$ cat src/rtl/control_unit.sv
// rtl/control_unit.sv - four-phase instruction sequencer and datapath control decode
//
// Captures a 4-bit opcode into an internal IR at the end of DECODE, then steps
// FETCH -> DECODE -> EXECUTE -> WRITEBACK and drives the datapath control
// lines as a pure Moore decode of (state, IR).
//
// Ports:
//   clk        system clock, rising-edge active
//   rst        synchronous active-high reset (priority over everything)
//   en         run enable, honoured only in IDLE and at the WRITEBACK boundary
//   OP         opcode from the instruction word, sampled leaving DECODE
//   clk_out    datapath phase clock, high in EXECUTE and WRITEBACK
//   immed_sel  ALU B / PC target from immediate (1) or register (0)
//   w_en       register-file write enable (WRITEBACK only)
//   alu_func   ALU operation code (0 = PASS_B)
//   flag_en    flag-register load enable (EXECUTE only)
//   mem_sel    register write data from memory (1) or ALU (0)
//   mem_en     data-memory write enable (EXECUTE only)
//   pc_sel     PC next = target (1) or PC+1 (0)
//   mar_sel    MAR source = immediate address (1) or PC (0)

module control_unit (
    input  logic       clk,
    input  logic       rst,
    input  logic       en,
    input  logic [3:0] OP,
    output logic       clk_out,
    output logic       immed_sel,
    output logic       w_en,
    output logic [3:0] alu_func,
    output logic       flag_en,
    output logic       mem_sel,
    output logic       mem_en,
    output logic       pc_sel,
    output logic       mar_sel
);

    localparam logic [3:0] OP_NOP  = 4'h0;
    localparam logic [3:0] OP_ADD  = 4'h1;
    localparam logic [3:0] OP_SUB  = 4'h2;
    localparam logic [3:0] OP_AND  = 4'h3;
    localparam logic [3:0] OP_OR   = 4'h4;
    localparam logic [3:0] OP_XOR  = 4'h5;
    localparam logic [3:0] OP_NOT  = 4'h6;
    localparam logic [3:0] OP_SHL  = 4'h7;
    localparam logic [3:0] OP_SHR  = 4'h8;
    localparam logic [3:0] OP_ADDI = 4'h9;
    localparam logic [3:0] OP_LDI  = 4'hA;
    localparam logic [3:0] OP_LD   = 4'hB;
    localparam logic [3:0] OP_ST   = 4'hC;
    localparam logic [3:0] OP_JMP  = 4'hD;
    localparam logic [3:0] OP_CMP  = 4'hE;
    localparam logic [3:0] OP_HLT  = 4'hF;

    localparam logic [3:0] ALU_PASS_B = 4'h0;
    localparam logic [3:0] ALU_ADD    = 4'h1;
    localparam logic [3:0] ALU_SUB    = 4'h2;

    typedef enum logic [2:0] {
        S_IDLE      = 3'd0,
        S_FETCH     = 3'd1,
        S_DECODE    = 3'd2,
        S_EXECUTE   = 3'd3,
        S_WRITEBACK = 3'd4,
        S_HALT      = 3'd5
    } state_t;

    state_t     state;
    state_t     state_next;
    logic [3:0] ir;

    // ALU-class opcodes share one strobe pattern; alu_func is the opcode itself.
    logic is_alu_op;
    assign is_alu_op = (ir >= OP_ADD) && (ir <= OP_SHR);

    always_ff @(posedge clk) begin
        if (rst) begin
            state <= S_IDLE;
            ir    <= OP_NOP;
        end else begin
            state <= state_next;
            // IR is loaded on the edge that leaves DECODE, so EXECUTE already
            // sees the new opcode and OP is ignored at every other edge.
            if (state == S_DECODE) begin
                ir <= OP;
            end
        end
    end

    always_comb begin
        state_next = state;
        case (state)
            S_IDLE:      state_next = en ? S_FETCH : S_IDLE;
            S_FETCH:     state_next = S_DECODE;
            S_DECODE:    state_next = S_EXECUTE;
            S_EXECUTE:   state_next = (ir == OP_HLT) ? S_HALT : S_WRITEBACK;
            S_WRITEBACK: state_next = en ? S_FETCH : S_IDLE;
            S_HALT:      state_next = S_HALT;
            default:     state_next = S_IDLE;
        endcase
    end

    always_comb begin
        clk_out   = 1'b0;
        immed_sel = 1'b0;
        w_en      = 1'b0;
        alu_func  = ALU_PASS_B;
        flag_en   = 1'b0;
        mem_sel   = 1'b0;
        mem_en    = 1'b0;
        pc_sel    = 1'b0;
        mar_sel   = 1'b0;

        case (state)
            S_EXECUTE: begin
                clk_out = 1'b1;
                if (is_alu_op) begin
                    alu_func = ir;
                    flag_en  = 1'b1;
                end else begin
                    case (ir)
                        OP_ADDI: begin
                            alu_func  = ALU_ADD;
                            immed_sel = 1'b1;
                            flag_en   = 1'b1;
                        end
                        OP_LDI: begin
                            immed_sel = 1'b1;
                        end
                        OP_LD: begin
                            mar_sel = 1'b1;
                            mem_sel = 1'b1;
                        end
                        OP_ST: begin
                            mar_sel = 1'b1;
                            mem_en  = 1'b1;
                        end
                        OP_JMP: begin
                            immed_sel = 1'b1;
                            pc_sel    = 1'b1;
                        end
                        OP_CMP: begin
                            alu_func = ALU_SUB;
                            flag_en  = 1'b1;
                        end
                        default: begin
                        end
                    endcase
                end
            end
            S_WRITEBACK: begin
                clk_out = 1'b1;
                if (is_alu_op) begin
                    alu_func = ir;
                    w_en     = 1'b1;
                end else begin
                    case (ir)
                        OP_ADDI: begin
                            alu_func  = ALU_ADD;
                            immed_sel = 1'b1;
                            w_en      = 1'b1;
                        end
                        OP_LDI: begin
                            immed_sel = 1'b1;
                            w_en      = 1'b1;
                        end
                        OP_LD: begin
                            mem_sel = 1'b1;
                            w_en    = 1'b1;
                        end
                        default: begin
                        end
                    endcase
                end
            end
            default: begin
            end
        endcase
    end

endmodule

$ cat config.mk
export PLATFORM = sky130hd
export DESIGN_NAME = control_unit
export DESIGN_NICKNAME = d
export VERILOG_FILES = /design/src/rtl/control_unit.sv
export SDC_FILE = /design/constraint.sdc
export NUM_CORES = 1
export LEC_CHECK = 0
export BUFFER_PORTS_ARGS = -buffer_cell sky130_fd_sc_hd__buf_2
export CORE_MARGIN = 5
export CORE_UTILIZATION = 38
export DETAILED_ROUTE_END_ITERATION = 6
export GPL_TIMING_DRIVEN = 0
export PLACE_DENSITY = 0.67
export SYNTH_ARGS = -nofsm -noshare
export SYNTH_HDL_FRONTEND = slang
export SYNTH_SLANG_ARGS = --single-unit
$ cat constraint.sdc
create_clock -name clk -period 1.3 [get_ports clk]
set_input_delay 0.065 -clock clk [delete_from_list [all_inputs] [get_ports clk]]
set_output_delay 0.065 -clock clk [all_outputs]
set_load 0.01 [all_outputs]
### Yosys cells after proc, flatten, opt, wreduce, memory -nomap -nowiden

Index checks and enable logic that the tools add are counted.
Widths: inputs -> output; s select.

* order comparisons: 2
* eq/ne operators: 12
* multiplexer cells: 32
* reduce and logical (&&, ||, !) cells: 9

Operator list (number)
* $eq 4x4->1 const B: 7
* $mux 1: 26
* $pmux 3 s5: 1
* $reduce_or 2->1: 5
* $mux 4: 2
* $pmux 4 s2: 1
* $eq 3x2->1 const B: 2
* $eq 3x3->1 const B: 2
* $reduce_or 3->1: 2
* $ge 4x1->1 const B: 1
* $le 4x4->1 const B: 1
* $pmux 2 s2: 1
* $eq 3x1->1 const B: 1
* $logic_not 3->1: 1
* $pmux 1 s2: 1
* $logic_and 1x1->1: 1

* flip-flop bits (word level): 7
* input bits: 7

### Longest topological paths before layout

Gate-level depths: netlist (run 1).

* word-level depth: 5
* gate-level depth with buffers: 4

### Worst setup path before layout (run 1)

No wires, ideal clock.

* path kind: flip-flop to output port
* start point: register state[0]
* end point: output mem_en
* arrival: 1250 ps
* required time: 1235 ps
* slack: -15 ps
* cell stages (with the launch flop): 5
* buffers on the path: 1
* cell sequence: dfxtp_1 -> buf_2 -> and3b_1 -> nand2_1 -> nor4b_1

* word-level cells in the longest chain between the ends: 2

RTL lines
* start, declared: line 68 `state_t state;`
* start signal, assigned: line 81 `state <= state_next;`
* $eq 3x2->1: line 114 `case (state)`
* $mux 1: line 114
* end, declared: line 33 `output logic mem_en,`

No other way between the ends.

### Worst setup path after layout (run 1)

* start point: register state[0]
* end point: output immed_sel

* word-level cells in the longest chain between the ends: 2

RTL lines
* $eq 3x3->1 / $eq 3x2->1 (equally long branches): line 114
* $pmux 1 s2 (*): line 114
* end, declared: line 28 `output logic immed_sel,`

Mark *: on every way between the ends. The rest lies on a longest branch, timed or not.

==> impl_metrics.yaml, run 1 <==
status:
  outcome: "complete, but fails checks"
  violated_checks: "negative setup slack"
power_and_ir_drop:
  power_frac_clock: 0.265
  share_seq_of_total_power: 0.357
  design_power_total_uw: 716
  power.switching_fraction: 0.303
  leakagePower_uw: 0.000398
  power_frac_comb: 0.378
  net-switching-power_uw: 217
  power.ir.vdd_worst_mv: 0.503
  power_density_nw_per_um2: 803
  cellInternalPower_uw: 499
critical_path:
  r2r_slack_ps: -120
  cp_data_arrival_time_ps: 1410
  crit_slowest_cell: "sky130_fd_sc_hd__dfxtp_2"
  cp-startpoint: "state[0]$_SDFF_PP0_"
  critical-path-top-cell-by-count: "sky130_fd_sc_hd__buf_6"
  critical_path.cell_chain: "buf_6 > and3b_2 > o21ai_2 > o21ba_2 > buf_6"
  setup.worst_path.start_class: "flop"
  critical_path_peak_fanout: 5
  end_kind: "primary output"
  critical_path_class: "reg -> out"
  required_time_worst_endpoint_ps: 1240
  critical_path.top_delay_family: "compound AO/OA/AOI/OAI gates"
  startpoint_of_the_lowest_slack_register_to_register_path: "state[0]$_SDFF_PP0_"
  max_stage_delay_ps: 320
  critical_path.n_buffers_inverters: 2
cells_and_area:
  nets: 105
  finalInstanceArea_sq_um: 891
  finalCoreUtilization: 0.685
  antenna_cells: 0
  syn_to_final_growth_pct: 72.4
  layout-drive-gt1-share: 0.670
clock_tree:
  cts_tree: "yes"
  worstSkewPairLatency_ps: 240
  worst_setup_hold_path_clk_slew_ps: 50
  root_driver: "sky130_fd_sc_hd__clkbuf_4"
  clock-sinks: 7
  clock_tree.buffer_depth: 2
  numCtsBuffers: 3
  number_of_h_tree_levels: 1
flow_run:
  max_cap_viol_count: 0
sta:
  timing.final.setup_violations: 11
  fin_worst_skew_ps: 0.411
  grt_setup_unrepaired: "true"
  fin_crit_sh: 1.14
  layout_min_cycle_time_ps: 1480
  clock.fmax_ghz: 0.677
  post-route-worst-setup-slack_ps: -177
  finalHoldViolCount: 0
  drv_slew: 0
  relative_max_transition_margin: 0.802
  max_slew.worst_pin.slew_ps: 296
detailed_routing:
  drt_antenna_net_count: 0
  route.detailed.wl_per_inst_um: 14.1
  drt-total-wl_um: 1580
  avgViaCountPerCell: 5.27
  dr.pass1.iters: 4
  drt_drc_violations_left: 0
  dr_total_vias: 590
  drt_iter0_markers: 9
place:
  detailed_place_hpwl_um: 863
  finalWeightedCongestion: 0.714
  postPlaceCellArea_sq_um: 638
  numPortBuffers: 18
  dp_slack_ps: -157
global_route:
  antenna_found_initial: 0
  met2_track_demand_over_resource_in_global_routing: 0.257
  groute.usage.overall: 0.152
  vias_in_the_first_global_route: 564
  globalRoute.busiestLayer: "met2"
  global_route_wire_length_before_repair_um: 2370
  met3_usage: 0.0153
  maximum_number_of_pins_on_one_net_before_global_route_repair: 11
  global_route_met1_usage: 0.181
  grt_remaining_overflow: 0
logic_synthesis:
  ys_dominant_reg_cell: "sky130_fd_sc_hd__dfxtp_1"
  syn_nets: 69
  synth_cell_type_count: 32
  ys_seq_elements: 7
  syn-cell-area_sq_um: 517
  synth.top_cells.by_area: "sky130_fd_sc_hd__dfxtp_1, sky130_fd_sc_hd__mux2i_1, sky130_fd_sc_hd__nor2_1"
  synth_top_area_cell: "sky130_fd_sc_hd__dfxtp_1"
  synth_enable_flop_cells: 0
  yosysSeqAreaShare: 0.271
  async_flop_share: 0
  ys_warn_count: 0
  synthesis.instances: 62
  ys_top_cells_by_count: "sky130_fd_sc_hd__dfxtp_1, sky130_fd_sc_hd__nor2_1, sky130_fd_sc_hd__mux2i_1, sky130_fd_sc_hd__nand2_1"
  synthesis.area_per_instance_sq_um: 8.33
  yosysTopAreaCellShare: 0.271
hold_path:
  timing.hold.worst.class: "in -> reg"
  min_from: "OP[3]"
floorplan:
  die_h_um: 46.9
  chipWidth_um: 46.9
  placement_rows: 13
  floorplan.initialDensity: 0.397
  io_pins: 19
  fp.coreArea_sq_um: 1300
  dieArea_sq_um: 2200
[per-stage QoR]
| stage | hold WS (ps) | instances | setup TNS, ps |
|---|---|---|---|
| final | 57.5 | 112 | -1240 |
| after global routing | 69.0 | 112 | -2300 |
| after CTS | 53.3 | 109 | -1380 |
| after detailed placement | 310 | 95 | -525 |
| after global placement | 301 | 95 | -290 |
| after floorplan | 131 | 62 | 0 |
[worst min-delay path, stage by stage]
cell and delay, ps:
sky130_fd_sc_hd__buf_2 80, sky130_fd_sc_hd__mux2i_1 60, sky130_fd_sc_hd__nor2_1 70
[power groups by stage]
stage	Clock [uW]	Sequential, uW	Combinational (uW)
6_report	189	255	271
5_1_grt	210	258	293
4_1_cts	199	249	226
3_5_place_dp	0	248	165
3_3_place_gp	0	248	163
2_1_floorplan	0	245	132
[path summary, 6_finish.rpt]
kind	endpoint	depth (start not counted)
min reg2reg	state[0]$_SDFF_PP0_	1
max reg2reg	state[0]$_SDFF_PP0_	6
max	immed_sel	5
min	ir[3]$_SDFFE_PP0P_	3
[kinds of logic after synthesis]
logic type,after synthesis,share of synthesized area
AO/OA/AOI/OAI,11,0.162
XOR/XNOR,2,0.0339
buffers and inverters,7,0.0775
flip-flops,7,0.271
multiplexers,4,0.0775
AND/OR/NAND/NOR,31,0.378
[cell usage in the layout, fill, tap and decap left out, drive strengths merged, types with 3 or more instances in the layout]
cell	netlist	routed
mux2i	4	4
dfxtp	7	7
buf	4	37
nor3	3	3
nor2	7	7
nor4	3	3
nor3b	4	4
clkbuf	2	4
nand2	4	4
o21ai	4	4
[what timing repair did]
action	CTS	global route
setup buffers	11	4
hold buffers	0	0
pin swaps	10	8
gates resized for setup	26	17
endpoints found under the setup margin	12	17
[flip-flops by register name, summed over array words and instances (netlist names)]
register,count
ir,4
state,3
[per-layer routing]
metal	part of all wire	vias up
li1	-	297
met1	0.43	271
met2	0.48	18
met3	0.059	4
met4	0.029	0
met5	0	-
[area by class of cell]
| cell class | instances | area (sq um) |
|---|---|---|
| clock buffers | 4 | 26.3 |
| multi-input cells | 48 | 428 |
| well taps | 15 | 18.8 |
| repair buffers | 33 | 224 |
| fillers | 107 | 410 |
| inverters | 1 | 6.26 |
| flip-flops and latches | 7 | 153 |
| plain buffers | 4 | 35.0 |
Note: power is estimated with default switching activity, not from simulation.
==> run 2: changes to the inputs <==
- PLACE_DENSITY: 0.67 -> default
- clock period: 1.3 -> 1.4 ns (I/O delays scaled with it)
==> impl_metrics.yaml, run 2 (synthesized netlist as in run 1, its figures left out) <==
sta:
  fin_worst_skew_ps: 1.04
  max_slew.worst_pin.slew_ps: 311
  fin_crit_sh: 1.01
  clock.fmax_ghz: 0.707
  post-route-worst-setup-slack_ps: -14.4
  layout_min_cycle_time_ps: 1410
  grt_setup_unrepaired: "true"
  aggregate_negative_setup_slack_ps: -14.4
  relative_max_transition_margin: 0.792
  drv_slew: 0
  timing.final.setup_violations: 1
  finalHoldViolCount: 0
floorplan:
  fp.coreArea_sq_um: 1300
  dieArea_sq_um: 2200
  chipWidth_um: 46.9
  placement_rows: 13
  io_pins: 19
  floorplan.initialDensity: 0.397
  die_h_um: 46.9
flow_run:
  max_cap_viol_count: 0
global_route:
  grt_remaining_overflow: 0
  vias_in_the_first_global_route: 474
  global_route_wire_length_before_repair_um: 2020
  antenna_found_initial: 0
  groute.usage.overall: 0.126
  maximum_number_of_pins_on_one_net_before_global_route_repair: 11
critical_path:
  setup.worst_path.start_class: "flop"
  r2r_slack_ps: 130
  cp-startpoint: "state[1]$_SDFF_PP0_"
  required_time_worst_endpoint_ps: 1330
  cp_data_arrival_time_ps: 1340
  crit_end: "immed_sel"
  end_kind: "primary output"
  startpoint_of_the_lowest_slack_register_to_register_path: "ir[0]$_SDFFE_PP0P_"
  critical_path_class: "reg -> out"
  critical_path_peak_fanout: 5
  worst_r2r_path_depth: 4
  rr_endpoint: "state[0]$_SDFF_PP0_"
clock_tree:
  clock_tree.buffer_depth: 2
  worstSkewPairLatency_ps: 250
  root_driver: "sky130_fd_sc_hd__clkbuf_4"
  worst_setup_hold_path_clk_slew_ps: 50
  number_of_h_tree_levels: 1
  clock-sinks: 7
  cts_tree: "yes"
  cts_hold_buffers: 0
  numCtsBuffers: 3
detailed_routing:
  drt_iter0_markers: 4
  drt-total-wl_um: 1280
  dr.pass1.iters: 3
  route.detailed.wl_per_inst_um: 12.7
  avgViaCountPerCell: 5.30
  drt_antenna_net_count: 0
  dr_total_vias: 535
  drt_drc_violations_left: 0
cells_and_area:
  nets: 94
  mostFrequentLayoutCell: "sky130_fd_sc_hd__buf_2"
  biggestRegsByFlops: "ir: 4 flops, state: 3 flops"
  top_register: "ir"
  largest_register_ffs: 4
  layout-drive-gt1-share: 0.581
  antenna_cells: 0
  syn_to_final_growth_pct: 49.2
  fill_cells: 131
  layout.cells.most_common_list: "sky130_fd_sc_hd__buf_2, sky130_fd_sc_hd__nor2_1, sky130_fd_sc_hd__buf_4"
  final_cell_count_no_fill: 101
place:
  dp_cells: 95
  numPortBuffers: 18
  detailed_place_hpwl_um: 882
  finalWeightedCongestion: 0.730
power_and_ir_drop:
  power_frac_comb: 0.294
  power_density_nw_per_um2: 780
  power.switching_fraction: 0.299
  net-switching-power_uw: 179
  power.ir.vdd_worst_mv: 0.562
  cellInternalPower_uw: 422
  leakagePower_uw: 0.000335
  power_frac_clock: 0.294
  design_power_total_uw: 601
  share_seq_of_total_power: 0.412
status:
  violated_checks: "negative setup slack"
  outcome: "complete, but fails checks"
hold_path:
  timing.hold.worst.class: "in -> reg"
-- run 2: cell types whose count changed in the layout (fill, tap and decap cells not counted), sizes merged --
cell,change
buf,-13
clkbuf,+2
-- run 2: worst min-delay path by stage --
stage | endpoint | start | cells after the start | slack (ps)
after floorplan | state[0]$_SDFF_PP0_ | rst | 1 | 140
after global placement | ir[2]$_SDFFE_PP0P_ | OP[2] | 3 | 310
after detailed placement | ir[2]$_SDFFE_PP0P_ | OP[2] | 3 | 320
after CTS | ir[1]$_SDFFE_PP0P_ | OP[1] | 3 | 50
after global routing | ir[3]$_SDFFE_PP0P_ | OP[3] | 3 | 70
final | ir[1]$_SDFFE_PP0P_ | OP[1] | 3 | 60
-- run 2: power by group through the flow --
stage               registers, uW  clock network [uW]  logic (uW)
finish                        248                 177         177
global route                  253                 196         194
CTS                           229                 187         192
detailed placement            231                   0         152
global placement              230                   0         150
floorplan                     228                   0         121
-- run 2: per-stage QoR --
step | area, sq um | hold slack, ps | util | setup slack, ps
floorplan | 517 | 136 | - | 80.1
global placement | 626 | 307 | 0.481 | -17.6
detailed placement | 626 | 316 | 0.481 | -34.8
CTS | 741 | 54.2 | 0.569 | -64.1
global route | 771 | 74.8 | 0.592 | -82.8
finish | 771 | 58.0 | 0.592 | -14.4
-- run 2: area by class of cell --
class | instances | area [sq um] | area share
multi-input cells | 48 | 409 | 0.531
flip-flops and latches | 7 | 155 | 0.201
repair buffers | 24 | 145 | 0.188
clock buffers | 4 | 26.3 | 0.0341
well taps | 15 | 18.8 | 0.0244
plain buffers | 2 | 12.5 | 0.0162
inverters | 1 | 3.75 | 0.00487
-- run 2: what timing repair did --
| action | 4_1_cts | 5_1_grt |
|---|---|---|
| buffers inserted | 6 | 0 |
| pin swaps | 2 | 5 |
| gates cloned | 0 | 0 |
| gates resized for setup | 18 | 18 |
| endpoints found under the setup margin | 10 | 15 |
-- run 2: layer usage --
metal | vias to the layer above | track usage | part of all wire
li1 | 278 | - | -
met1 | 244 | 0.166 | 0.46
met3 | 0 | 0.0230 | 0.050
met2 | 13 | 0.201 | 0.49
met4 | 0 | 0.0497 | 0
met5 | - | 0 | 0
-- run 2: critical path, cell delays in order (launching register included) --
cell                      delay [ps]
sky130_fd_sc_hd__dfxtp_4         360
sky130_fd_sc_hd__and3b_2         260
sky130_fd_sc_hd__o21ai_4         180
sky130_fd_sc_hd__o21ba_4         180
sky130_fd_sc_hd__buf_6           120
==> run 3: changes to the inputs <==
- HOLD_SLACK_MARGIN: default -> 0.1
- SETUP_SLACK_MARGIN: default -> 0.05
- SLEW_MARGIN: default -> 5
==> impl_metrics.yaml, run 3 (synthesized netlist as in run 1, its figures left out) <==
global_route:
  maximum_number_of_pins_on_one_net_before_global_route_repair: 11
  global_route_wire_length_before_repair_um: 2120
  antenna_found_initial: 0
  vias_in_the_first_global_route: 497
  groute.usage.overall: 0.132
  grt_remaining_overflow: 0
detailed_routing:
  dr.pass1.iters: 3
  drt-total-wl_um: 1260
  drt_drc_violations_left: 0
  drt_iter0_markers: 6
  drt_antenna_net_count: 0
  avgViaCountPerCell: 5.20
  route.detailed.wl_per_inst_um: 11.7
  dr_total_vias: 556
sta:
  grt_setup_unrepaired: "true"
  layout_min_cycle_time_ps: 1460
  max_slew.worst_pin.slew_ps: 307
  finalHoldViolCount: 0
  timing.final.setup_violations: 3
  fin_worst_skew_ps: 0.840
  post-route-worst-setup-slack_ps: -62.5
  fin_crit_sh: 1.04
  hold-worst-slack_ps: 258
  drv_slew: 0
  aggregate_negative_setup_slack_ps: -103
  relative_max_transition_margin: 0.795
  clock.fmax_ghz: 0.684
cells_and_area:
  syn_to_final_growth_pct: 63.7
  final_cell_count_no_fill: 107
  nets: 100
  layout.cells.most_common_list: "sky130_fd_sc_hd__buf_2, sky130_fd_sc_hd__nor2_1, sky130_fd_sc_hd__dlygate4sd3_1, sky130_fd_sc_hd__dfxtp_2, sky130_fd_sc_hd__buf_4"
  layout-drive-gt1-share: 0.576
  biggestRegsByFlops: "ir: 4 flops, state: 3 flops"
  antenna_cells: 0
  largest_register_ffs: 4
  finalCoreUtilization: 0.650
  mostFrequentLayoutCell: "sky130_fd_sc_hd__buf_2"
  top_register: "ir"
power_and_ir_drop:
  cellInternalPower_uw: 445
  leakagePower_uw: 0.000363
  power_density_nw_per_um2: 744
  power.switching_fraction: 0.293
  power_frac_comb: 0.340
  share_seq_of_total_power: 0.383
  power.ir.vdd_worst_mv: 0.578
  power_frac_clock: 0.277
  net-switching-power_uw: 184
critical_path:
  critical_path_peak_fanout: 5
  required_time_worst_endpoint_ps: 1330
  critical_path_class: "reg -> out"
  setup.worst_path.start_class: "flop"
  cp_data_arrival_time_ps: 1390
  crit_slowest_cell: "sky130_fd_sc_hd__dfxtp_2"
  end_kind: "primary output"
  critical_path.n_buffers_inverters: 2
  critical-path-top-cell-by-count: "sky130_fd_sc_hd__buf_6"
  critical_path.cell_chain: "buf_6 > and3b_2 > o21ai_4 > o21ba_4 > buf_6"
  max_stage_delay_ps: 310
  critical_path.top_delay_family: "compound AO/OA/AOI/OAI gates"
place:
  numPortBuffers: 18
  detailed_place_hpwl_um: 882
  dp_slack_ps: -34.8
  dp_cells: 95
  finalWeightedCongestion: 0.730
floorplan:
  placement_rows: 13
  die_h_um: 46.9
  fp.coreArea_sq_um: 1300
  io_pins: 19
  chipWidth_um: 46.9
  dieArea_sq_um: 2200
  floorplan.initialDensity: 0.397
status:
  outcome: "complete, but fails checks"
  violated_checks: "negative setup slack"
clock_tree:
  worst_setup_hold_path_clk_slew_ps: 50
  clock_tree.buffer_depth: 2
  cts_tree: "yes"
  root_driver: "sky130_fd_sc_hd__clkbuf_4"
  clock-sinks: 7
  worstSkewPairLatency_ps: 240
  numCtsBuffers: 3
  number_of_h_tree_levels: 1
hold_path:
  timing.hold.worst.class: "in -> reg"
flow_run:
  max_cap_viol_count: 0
run 3: per-layer routing:
metal  wire, um  GRT usage
met1        600      0.180
met2        581      0.206
met3         72     0.0230
met4          0     0.0497
met5          0          0
run 3: final cells by class:
class / count / area, sq um
well taps: 15 / 18.8
repair buffers: 29 / 195
clock buffers: 4 / 26.3
multi-input cells: 48 / 418
flip-flops and latches: 7 / 154
fillers: 117 / 455
plain buffers: 3 / 30.0
inverters: 1 / 3.75
run 3: worst paths after layout:
| path | slack, ps | endpoint | depth (start not counted) | start |
|---|---|---|---|---|
| worst max-delay path | -60 | immed_sel | 5 | state[1]$_SDFF_PP0_ |
| worst min-delay path | 260 | state[0]$_SDFF_PP0_ | 4 | en |
| worst max register to register | 120 | ir[1]$_SDFFE_PP0P_ | 5 | state[1]$_SDFF_PP0_ |
| worst min register to register | 620 | state[1]$_SDFF_PP0_ | 2 | state[2]$_SDFF_PP0_ |
run 3: power groups by stage:
stage / registers, uW / clock network [uW] / logic, uW
floorplan: 228 / 0 / 121
global placement: 230 / 0 / 150
detailed placement: 231 / 0 / 152
CTS: 229 / 187 / 208
global route: 245 / 194 / 232
finish: 241 / 174 / 214
run 3: stage by stage:
step | cell area (sq um) | total power (uW)
final | 846 | 629
after detailed placement | 626 | 382
after floorplan | 517 | 348
after CTS | 797 | 623
after global placement | 626 | 380
after global routing | 846 | 672
run 3: worst min-delay path, delay by kind of cell:
family / cells / cell delay (ps)
AO/OA/AOI/OAI: 2 / 210
AND/OR/NAND/NOR: 1 / 80
buffers and inverters: 1 / 100
run 3: what timing repair did:
| item | 4_1_cts | 5_1_grt |
|---|---|---|
| pin swaps | 5 | 7 |
| gates resized for setup | 20 | 23 |
| endpoints found under the hold margin | 6 | 0 |
| buffers inserted | 6 | 1 |
| hold buffers | 5 | 0 |
| setup endpoints to repair | 12 | 16 |
